File: src/rtl/digital_lock_fsm_param_if.sv
`default_nettype none
// ----------------------------------------------------------------------------
// digital_lock_fsm_param_if: control/status bundle of the keypad lock.  Rev 1.0
// ----------------------------------------------------------------------------
interface digital_lock_fsm_param_if #(
  parameter int NUM_KEYS  = 4,
  parameter int CODE_LEN  = 4,
  parameter int MAX_FAILS = 3
);
  localparam int FAIL_W = $clog2(MAX_FAILS + 1);

  logic                tick_i;
  logic [NUM_KEYS-1:0] key_pulse_i;
  logic                lock_req_i;
  logic                set_code_i;
  logic                unlocked_o;
  logic                locked_out_o;
  logic [FAIL_W-1:0]   fail_cnt_o;
  logic [CODE_LEN-1:0] led_o;
  logic [2:0]          rgb_o;

  modport master (
    output tick_i, key_pulse_i, lock_req_i, set_code_i,
    input  unlocked_o, locked_out_o, fail_cnt_o, led_o, rgb_o
  );

  modport slave (
    input  tick_i, key_pulse_i, lock_req_i, set_code_i,
    output unlocked_o, locked_out_o, fail_cnt_o, led_o, rgb_o
  );
endinterface
`default_nettype wire

File: src/rtl/digital_lock_fsm_param.sv
`default_nettype none
// ----------------------------------------------------------------------------
// digital_lock_fsm_param: keypad lock FSM; DIGITAL_LOCK_CODE_CHANGE_EN adds code change.
// Rev 1.0
// ----------------------------------------------------------------------------
module digital_lock_fsm_param #(
  parameter int NUM_KEYS      = 4,
  parameter int CODE_LEN      = 4,
  parameter logic [CODE_LEN*((NUM_KEYS > 1) ? $clog2(NUM_KEYS) : 1)-1:0] DEFAULT_CODE = 8'h84,
  parameter int MAX_FAILS     = 3,
  parameter int LOCKOUT_TICKS = 250,
  parameter int ERR_TICKS     = 25,
  parameter int ENTRY_TICKS   = 125,
  parameter int UNLOCK_TICKS  = 250
) (
  input  wire logic               clk,
  input  wire logic               rst_n,
  digital_lock_fsm_param_if.slave bus
);
  localparam int KEY_W  = (NUM_KEYS > 1) ? $clog2(NUM_KEYS) : 1;
  localparam int CODE_W = CODE_LEN * KEY_W;
  localparam int CNT_W  = $clog2(CODE_LEN + 1);
  localparam int FAIL_W = $clog2(MAX_FAILS + 1);
  localparam int MAX_T1 = (LOCKOUT_TICKS > ERR_TICKS) ? LOCKOUT_TICKS : ERR_TICKS;
  localparam int MAX_T2 = (ENTRY_TICKS > UNLOCK_TICKS) ? ENTRY_TICKS : UNLOCK_TICKS;
  localparam int MAX_T  = (MAX_T1 > MAX_T2) ? MAX_T1 : MAX_T2;
  localparam int TICK_W = $clog2(MAX_T + 1);
  localparam logic [TICK_W-1:0] LOCK_LAST   = TICK_W'(LOCKOUT_TICKS - 1);
  localparam logic [TICK_W-1:0] ERR_LAST    = TICK_W'(ERR_TICKS - 1);
  localparam logic [TICK_W-1:0] ENTRY_LAST  = TICK_W'(ENTRY_TICKS - 1);
  localparam logic [TICK_W-1:0] UNLOCK_LAST = TICK_W'((UNLOCK_TICKS > 0) ? UNLOCK_TICKS - 1 : 0);

  typedef enum logic [2:0] {
    S_IDLE     = 3'd0,
    S_ENTRY    = 3'd1,
    S_UNLOCKED = 3'd2,
    S_ERROR    = 3'd3,
`ifdef DIGITAL_LOCK_CODE_CHANGE_EN
    S_LOCKOUT  = 3'd4,
    S_SETCODE  = 3'd5
`else
    S_LOCKOUT  = 3'd4
`endif
  } state_t;

  state_t              state_q, state_d;
  logic [CNT_W-1:0]    digit_cnt_q, digit_cnt_d;
  logic                bad_q, bad_d;
  logic [FAIL_W-1:0]   fail_cnt_q, fail_cnt_d;
  logic [TICK_W-1:0]   tick_cnt_q, tick_cnt_d;
  logic                blink_q, blink_d;
  logic                unlocked_q, unlocked_d;
  logic                locked_out_q, locked_out_d;
  logic [CODE_LEN-1:0] led_q, led_d;
  logic [2:0]          rgb_q, rgb_d;
  logic [CODE_W-1:0]   w_code;
  logic [KEY_W-1:0]    w_digit, w_exp_digit;
  logic                w_key, w_multi, w_match, w_last, w_in_entry;
  logic [FAIL_W-1:0]   w_fail_inc;

`ifdef DIGITAL_LOCK_CODE_CHANGE_EN
  logic [CODE_W-1:0]   code_q, code_d;
  logic [CODE_W-1:0]   shadow_q, shadow_d;
  assign w_code = code_q;
`else
  logic w_unused_set_code;
  assign w_unused_set_code = bus.set_code_i;
  assign w_code = DEFAULT_CODE;
`endif

  always_comb begin
    w_digit = '0;
    for (int i = 0; i < NUM_KEYS; i++) begin
      if (bus.key_pulse_i[i]) w_digit = KEY_W'(i);
    end
  end

  assign w_key       = |bus.key_pulse_i;
  assign w_multi     = (bus.key_pulse_i & (bus.key_pulse_i - NUM_KEYS'(1))) != '0;
  // digit_cnt_q counts digits already held, so it selects the slot of the incoming one
  assign w_exp_digit = w_code[(CODE_LEN - 1 - int'(digit_cnt_q)) * KEY_W +: KEY_W];
  assign w_match     = !w_multi && (w_digit == w_exp_digit);
  assign w_last      = (digit_cnt_q == CNT_W'(CODE_LEN - 1));
  assign w_fail_inc  = fail_cnt_q + FAIL_W'(1);

  always_comb begin
    state_d     = state_q;
    digit_cnt_d = digit_cnt_q;
    bad_d       = bad_q;
    fail_cnt_d  = fail_cnt_q;
    tick_cnt_d  = bus.tick_i ? tick_cnt_q + TICK_W'(1) : tick_cnt_q;
    blink_d     = blink_q ^ bus.tick_i;
`ifdef DIGITAL_LOCK_CODE_CHANGE_EN
    code_d      = code_q;
    shadow_d    = shadow_q;
`endif
    case (state_q)
      S_IDLE, S_ENTRY: begin
        if (w_key) begin
          tick_cnt_d = '0;
          if (w_last) begin
            digit_cnt_d = '0;
            bad_d       = 1'b0;
            if (bad_q || !w_match) begin
              fail_cnt_d = w_fail_inc;
              state_d    = (w_fail_inc == FAIL_W'(MAX_FAILS)) ? S_LOCKOUT : S_ERROR;
            end else begin
              fail_cnt_d = '0;
              state_d    = S_UNLOCKED;
            end
          end else begin
            digit_cnt_d = digit_cnt_q + CNT_W'(1);
            bad_d       = bad_q | !w_match;
            state_d     = S_ENTRY;
          end
        end else if (state_q == S_ENTRY && bus.tick_i && tick_cnt_q == ENTRY_LAST) begin
          state_d     = S_IDLE;
          digit_cnt_d = '0;
          bad_d       = 1'b0;
        end
      end
      S_UNLOCKED: begin
        if (bus.lock_req_i) begin
          state_d = S_IDLE;
`ifdef DIGITAL_LOCK_CODE_CHANGE_EN
        end else if (bus.set_code_i) begin
          state_d     = S_SETCODE;
          digit_cnt_d = '0;
          shadow_d    = '0;
`endif
        end else if (UNLOCK_TICKS != 0 && bus.tick_i && tick_cnt_q == UNLOCK_LAST) begin
          state_d = S_IDLE;
        end
      end
      S_ERROR: begin
        if (bus.tick_i && tick_cnt_q == ERR_LAST) state_d = S_IDLE;
      end
      S_LOCKOUT: begin
        if (bus.tick_i && tick_cnt_q == LOCK_LAST) begin
          state_d    = S_IDLE;
          fail_cnt_d = '0;
        end
      end
`ifdef DIGITAL_LOCK_CODE_CHANGE_EN
      S_SETCODE: begin
        if (bus.lock_req_i || (w_key && w_multi)) begin
          state_d     = S_IDLE;
          digit_cnt_d = '0;
        end else if (w_key) begin
          tick_cnt_d = '0;
          shadow_d   = (shadow_q << KEY_W) | CODE_W'(w_digit);
          if (w_last) begin
            code_d      = shadow_d;
            digit_cnt_d = '0;
            state_d     = S_UNLOCKED;
          end else begin
            digit_cnt_d = digit_cnt_q + CNT_W'(1);
          end
        end else if (bus.tick_i && tick_cnt_q == ENTRY_LAST) begin
          state_d     = S_IDLE;
          digit_cnt_d = '0;
        end
      end
`endif
      default: state_d = S_IDLE;
    endcase
    if (state_d != state_q) tick_cnt_d = '0;

    // Outputs are decoded from next-state values so they register with the state
    unlocked_d   = (state_d == S_UNLOCKED);
    locked_out_d = (state_d == S_LOCKOUT);
`ifdef DIGITAL_LOCK_CODE_CHANGE_EN
    w_in_entry   = (state_d == S_ENTRY) || (state_d == S_SETCODE);
`else
    w_in_entry   = (state_d == S_ENTRY);
`endif
    for (int i = 0; i < CODE_LEN; i++) begin
      led_d[i] = w_in_entry && (digit_cnt_d > CNT_W'(i));
    end
    case (state_d)
      S_ENTRY:    rgb_d = 3'b001;
      S_UNLOCKED: rgb_d = 3'b010;
      S_ERROR:    rgb_d = 3'b100;
      S_LOCKOUT:  rgb_d = {blink_d, 2'b00};
`ifdef DIGITAL_LOCK_CODE_CHANGE_EN
      S_SETCODE:  rgb_d = {2'b01, blink_d};
`endif
      default:    rgb_d = 3'b000;
    endcase
  end

  always_ff @(posedge clk or negedge rst_n) begin
    if (!rst_n) begin
      state_q      <= S_IDLE;
      digit_cnt_q  <= '0;
      bad_q        <= 1'b0;
      fail_cnt_q   <= '0;
      tick_cnt_q   <= '0;
      blink_q      <= 1'b0;
      unlocked_q   <= 1'b0;
      locked_out_q <= 1'b0;
      led_q        <= '0;
      rgb_q        <= '0;
`ifdef DIGITAL_LOCK_CODE_CHANGE_EN
      code_q       <= DEFAULT_CODE;
      shadow_q     <= '0;
`endif
    end else begin
      state_q      <= state_d;
      digit_cnt_q  <= digit_cnt_d;
      bad_q        <= bad_d;
      fail_cnt_q   <= fail_cnt_d;
      tick_cnt_q   <= tick_cnt_d;
      blink_q      <= blink_d;
      unlocked_q   <= unlocked_d;
      locked_out_q <= locked_out_d;
      led_q        <= led_d;
      rgb_q        <= rgb_d;
`ifdef DIGITAL_LOCK_CODE_CHANGE_EN
      code_q       <= code_d;
      shadow_q     <= shadow_d;
`endif
    end
  end

  assign bus.unlocked_o   = unlocked_q;
  assign bus.locked_out_o = locked_out_q;
  assign bus.fail_cnt_o   = fail_cnt_q;
  assign bus.led_o        = led_q;
  assign bus.rgb_o        = rgb_q;
endmodule
`default_nettype wire

File: src/flat_wrapper.sv
// flat-port wrapper written by rule: the top's interface ports become plain ports
module digital_lock_fsm_param_flat 
#(
  parameter int NUM_KEYS      = 4,
  parameter int CODE_LEN      = 4,
  parameter logic [CODE_LEN*((NUM_KEYS > 1) ? $clog2(NUM_KEYS) : 1)-1:0] DEFAULT_CODE = 8'h84,
  parameter int MAX_FAILS     = 3,
  parameter int LOCKOUT_TICKS = 250,
  parameter int ERR_TICKS     = 25,
  parameter int ENTRY_TICKS   = 125,
  parameter int UNLOCK_TICKS  = 250
)
  (clk, rst_n, bus_tick_i, bus_key_pulse_i, bus_lock_req_i, bus_set_code_i, bus_unlocked_o, bus_locked_out_o, bus_fail_cnt_o, bus_led_o, bus_rgb_o);
  digital_lock_fsm_param_if #(.NUM_KEYS(NUM_KEYS), .CODE_LEN(CODE_LEN), .MAX_FAILS(MAX_FAILS)) bus_i ();
  input  wire logic clk;
  input  wire logic rst_n;
  input wire logic [$bits(bus_i.tick_i)-1:0] bus_tick_i;
  input wire logic [$bits(bus_i.key_pulse_i)-1:0] bus_key_pulse_i;
  input wire logic [$bits(bus_i.lock_req_i)-1:0] bus_lock_req_i;
  input wire logic [$bits(bus_i.set_code_i)-1:0] bus_set_code_i;
  output wire logic [$bits(bus_i.unlocked_o)-1:0] bus_unlocked_o;
  output wire logic [$bits(bus_i.locked_out_o)-1:0] bus_locked_out_o;
  output wire logic [$bits(bus_i.fail_cnt_o)-1:0] bus_fail_cnt_o;
  output wire logic [$bits(bus_i.led_o)-1:0] bus_led_o;
  output wire logic [$bits(bus_i.rgb_o)-1:0] bus_rgb_o;
  assign bus_i.tick_i = bus_tick_i;
  assign bus_i.key_pulse_i = bus_key_pulse_i;
  assign bus_i.lock_req_i = bus_lock_req_i;
  assign bus_i.set_code_i = bus_set_code_i;
  assign bus_unlocked_o = bus_i.unlocked_o;
  assign bus_locked_out_o = bus_i.locked_out_o;
  assign bus_fail_cnt_o = bus_i.fail_cnt_o;
  assign bus_led_o = bus_i.led_o;
  assign bus_rgb_o = bus_i.rgb_o;
  digital_lock_fsm_param #(.NUM_KEYS(NUM_KEYS), .CODE_LEN(CODE_LEN), .DEFAULT_CODE(DEFAULT_CODE), .MAX_FAILS(MAX_FAILS), .LOCKOUT_TICKS(LOCKOUT_TICKS), .ERR_TICKS(ERR_TICKS), .ENTRY_TICKS(ENTRY_TICKS), .UNLOCK_TICKS(UNLOCK_TICKS)) u_core (.clk(clk), .rst_n(rst_n), .bus(bus_i));
endmodule
File: config.mk
export PLATFORM = sky130hd
export DESIGN_NAME = digital_lock_fsm_param_flat
export DESIGN_NICKNAME = d
export VERILOG_FILES = /design/src/rtl/digital_lock_fsm_param_if.sv /design/src/rtl/digital_lock_fsm_param.sv /design/src/flat_wrapper.sv
export SDC_FILE = /design/constraint.sdc
export NUM_CORES = 1
export LEC_CHECK = 0
export ABC_AREA = 0
export ABC_CLOCK_PERIOD_IN_PS = 2800
export BUFFER_PORTS_ARGS = -buffer_cell sky130_fd_sc_hd__clkbuf_2
export CORE_UTILIZATION = 40
export CTS_CLUSTER_DIAMETER = 40
export DETAILED_ROUTE_END_ITERATION = 10
export GPL_TIMING_DRIVEN = 0
export PLACE_DENSITY = 0.62
export SKIP_CTS_REPAIR_TIMING = 1
export SYNTH_ARGS = -nofsm -noshare
export SYNTH_HDL_FRONTEND = slang
export SYNTH_SLANG_ARGS = --single-unit
File: constraint.sdc
create_clock -name clk -period 2.8 [get_ports clk]
set_input_delay 0.28 -clock clk [delete_from_list [all_inputs] [get_ports clk]]
set_output_delay 0.28 -clock clk [all_outputs]
set_load 0.005 [all_outputs]
==> summary.md <==
| Metric | Value |
|---|---|
| Routed WL per cell | 13.24 um |
| WL final | 2.662 mm |
| IO Pins | 20 |
| Fmax | roughly 0.47 GHz |
| Die Y | 60.82 um |
| CTS clk-pin slew, worst paths | ~0.15 ns |
| Synth area leader | dfrtp_1 |
| Crit path launch type | register |
| Die area | 3699 um^2 |
| Post-layout min period | 2.127 ns |
| Vias post-DR | approximately 1,100 |
| Critical path class | reg -> reg |
| DR pass1 iterations | 4 |
| Drt initial violations | 47 |
| Synth-to-Final Area Change | 14.65% |
| Initial Util | 0.4354 |
| Vias per std cell | 5.373 |
| Nets | 172 |
| ANT cells | 0 |
| Ratio of cells with drive above 1 in the final layout | 0.2229 |
| CTS H-Tree Depth | 1 |
| Yosys cell types | 42 |
| Post-synth top flop | dfrtp_1 |
| Syn. warnings | 0 |
| Clock Latency Late Sink | ~0.33 ns |
| Commonest non-fill, non-tap cells in the layout | dfrtp_1 (26), nor2_1 (21), clkbuf_2 (17) |
| Worst EP required | 3.04 ns |
| Maximum VDD drop | around 0.31 mV |
| Remaining global-route overflow | 0 |
| Slew Limit Fails | 0 |
| Antenna Nets Post-Route | 0 |
| Layout Utilization | 0.4992 |
| Final setup viols | 0 |
| Post-Syn Instances | 135 |
| Synth Area per Inst | 10.25 um^2 |
| Initial antenna violation count | 0 |
| Core ar. | 3178 um^2 |
| Max FO, Critical Path | 5 |
| Post-synth EDFFs | 0 |
| Global Route Usage Sum | 0.1740 |
| Min-delay worst type | in -> reg |
| Clk_skew | 0.007023 ns |
| TritonCTS clock tree | yes |
| Setup TNS | 0 ns |
| Mapped cell area | roughly 1400 um^2 |
| Pleak | approximately 0.73 nW |
| Total of max-cap violations | 0 |
| Ys async rst share | 1.000 |
| Least-Margin Pin Slew | 0.7030 ns |
| Critical Path AT | 2.37 ns |
| Horiz. Die Dim | 60.82 um |
| Pin count of the biggest net entering global routing | 27 |
| Commonest non-fill, non-tap cell in the layout | dfrtp_1 |
| Worst Setup End Kind | register |
| Global-route wire length before repair | 4.781 mm |
| Drc violations | 0 |
| Root Driver | clkbuf_4 |
| CTS max path bufs | 2 |
| Power Density | 912.1 nW/um^2 |
| DP HPWL | 1.971 mm |
| Top cells by area, synth | dfrtp_1 (47%), nor2_1 (5.7%), ha_1 (4.5%) |
| FF+latch count, synth | 26 |
| Share of the synthesized area in the top cell type | 0.4702 |
| Outcome | complete, no violations |
| Sink Count | 26 |
| Count of input and output buffers | 17 |
| CTS Buf Count | 3 |
| Row count | 20 |
| Syn Nets | between 100 and 150 |
| Vias in the first global route | 1,044 |
| Sequential area share after synthesis | 0.4702 |
| Rel. slew slack | 0.5274 |
| Final hold viol count | 0 |
| Fin crit share | 0.7598 |
| GP Congestion | 0.9011 |
| RSZ-0062 raised after global routing | false |
## where the power goes
part	internal, mW	switching [mW]
Combinational	0.272	0.353
Clock	0.145	0.120
Sequential	0.480	0.0774
Total	0.897	0.550
## registers in the layout (all words and copies together) (netlist names)
signal / flops
u_core.digit_cnt_q: 3
u_core.bad_q: 1
u_core.bus.led_o: 4
u_core.blink_q: 1
u_core.tick_cnt_q: 8
u_core.bus.fail_cnt_o: 2
u_core.bus.rgb_o: 3
u_core.bus.locked_out_o: 1
u_core.state_q: 3
## critical path: stages (launching register included)
cell	delay (ns)
dfrtp_1	0.47
inv_1	0.09
ha_1	0.17
nand4b_1	0.16
or2_2	0.36
a41oi_4	0.30
o311a_2	0.27
a2bb2o_4	0.22
## cell usage after synthesis (all sizes together), types with 2 or more instances
cell type   n
nor3        3
nor3b       2
nor4        2
nand3       2
nand4       6
nor2       21
o31ai       3
nand2b      2
inv        11
xor2        6
nand2       7
or4b        2
a21oi       5
and3        2
xnor2       2
nand4b      2
o21ai       6
o221ai      2
ha          5
o41ai       2
or2         2
dfrtp      26
buf         2
## metal layers
layer  track usage  vias up  wire length, um
met5             0        -                0
met4       0.04870        0               15
met3       0.05757        4              163
met2        0.2606       39             1145
met1        0.2410      507             1338
li1              -      530                -
## path summary, 6_finish.rpt
| kind | start | endpoint | slack (ns) | cells past startpoint |
|---|---|---|---|---|
| worst min register to register | u_core.blink_q | u_core.blink_q | 0.49 | 1 |
| min in group asynchronous | rst_n | u_core.state_q[1] | 0.48 | 2 |
| worst max register to register | u_core.tick_cnt_q[0] | u_core.bus.rgb_o[2] | 0.67 | 7 |
| worst max-delay path | u_core.tick_cnt_q[0] | u_core.bus.rgb_o[2] | 0.67 | 7 |
| worst min-delay path | bus_tick_i | u_core.blink_q | 0.30 | 2 |
| max in group asynchronous | rst_n | u_core.bus.fail_cnt_o[0] | 1.92 | 2 |
## logic make-up (layout without fill, tap and decap cells)
| group | after synthesis | in the layout | share of synthesized area |
|---|---|---|---|
| XOR/XNOR | 8 | 8 | 0.05063 |
| adder cells (fa/ha/maj) | 5 | 5 | 0.04521 |
| flip-flops | 26 | 26 | 0.4702 |
| multiplexers | 1 | 1 | 0.007234 |
| AND/OR/NAND/NOR | 57 | 57 | 0.2279 |
| buffers and inverters | 13 | 35 | 0.03888 |
| AO/OA/AOI/OAI | 25 | 25 | 0.1600 |
## stage by stage
step           hold WS (ns)  total power [mW]  cells  worst slack [ns]  instance area [um^2]
2_1_floorplan      -0.01559             1.007    135            0.9141                  1384
3_3_place_gp         0.3282             1.167    196            0.7484                  1524
3_5_place_dp         0.3318             1.187    196            0.7060                  1524
4_1_cts            -0.03682             1.455    200            0.6843                  1577
5_1_grt              0.2945             1.575    201            0.5110                  1587
6_report             0.3004             1.447    201            0.6727                  1587
## final cells by class
type / instances / area [um^2]
Inverter: 11 / 41.29
Clock buffer: 3 / 22.52
Multi-Input combinational cell: 96 / 679.4
Timing Repair Buffer: 18 / 95.09
Tap cell: 44 / 55.05
Sequential cell: 26 / 650.6
Clock inverter: 1 / 30.03
Buffer: 2 / 12.51
Fill cell: 299 / 1592
(Power assumes the default switching activity.)
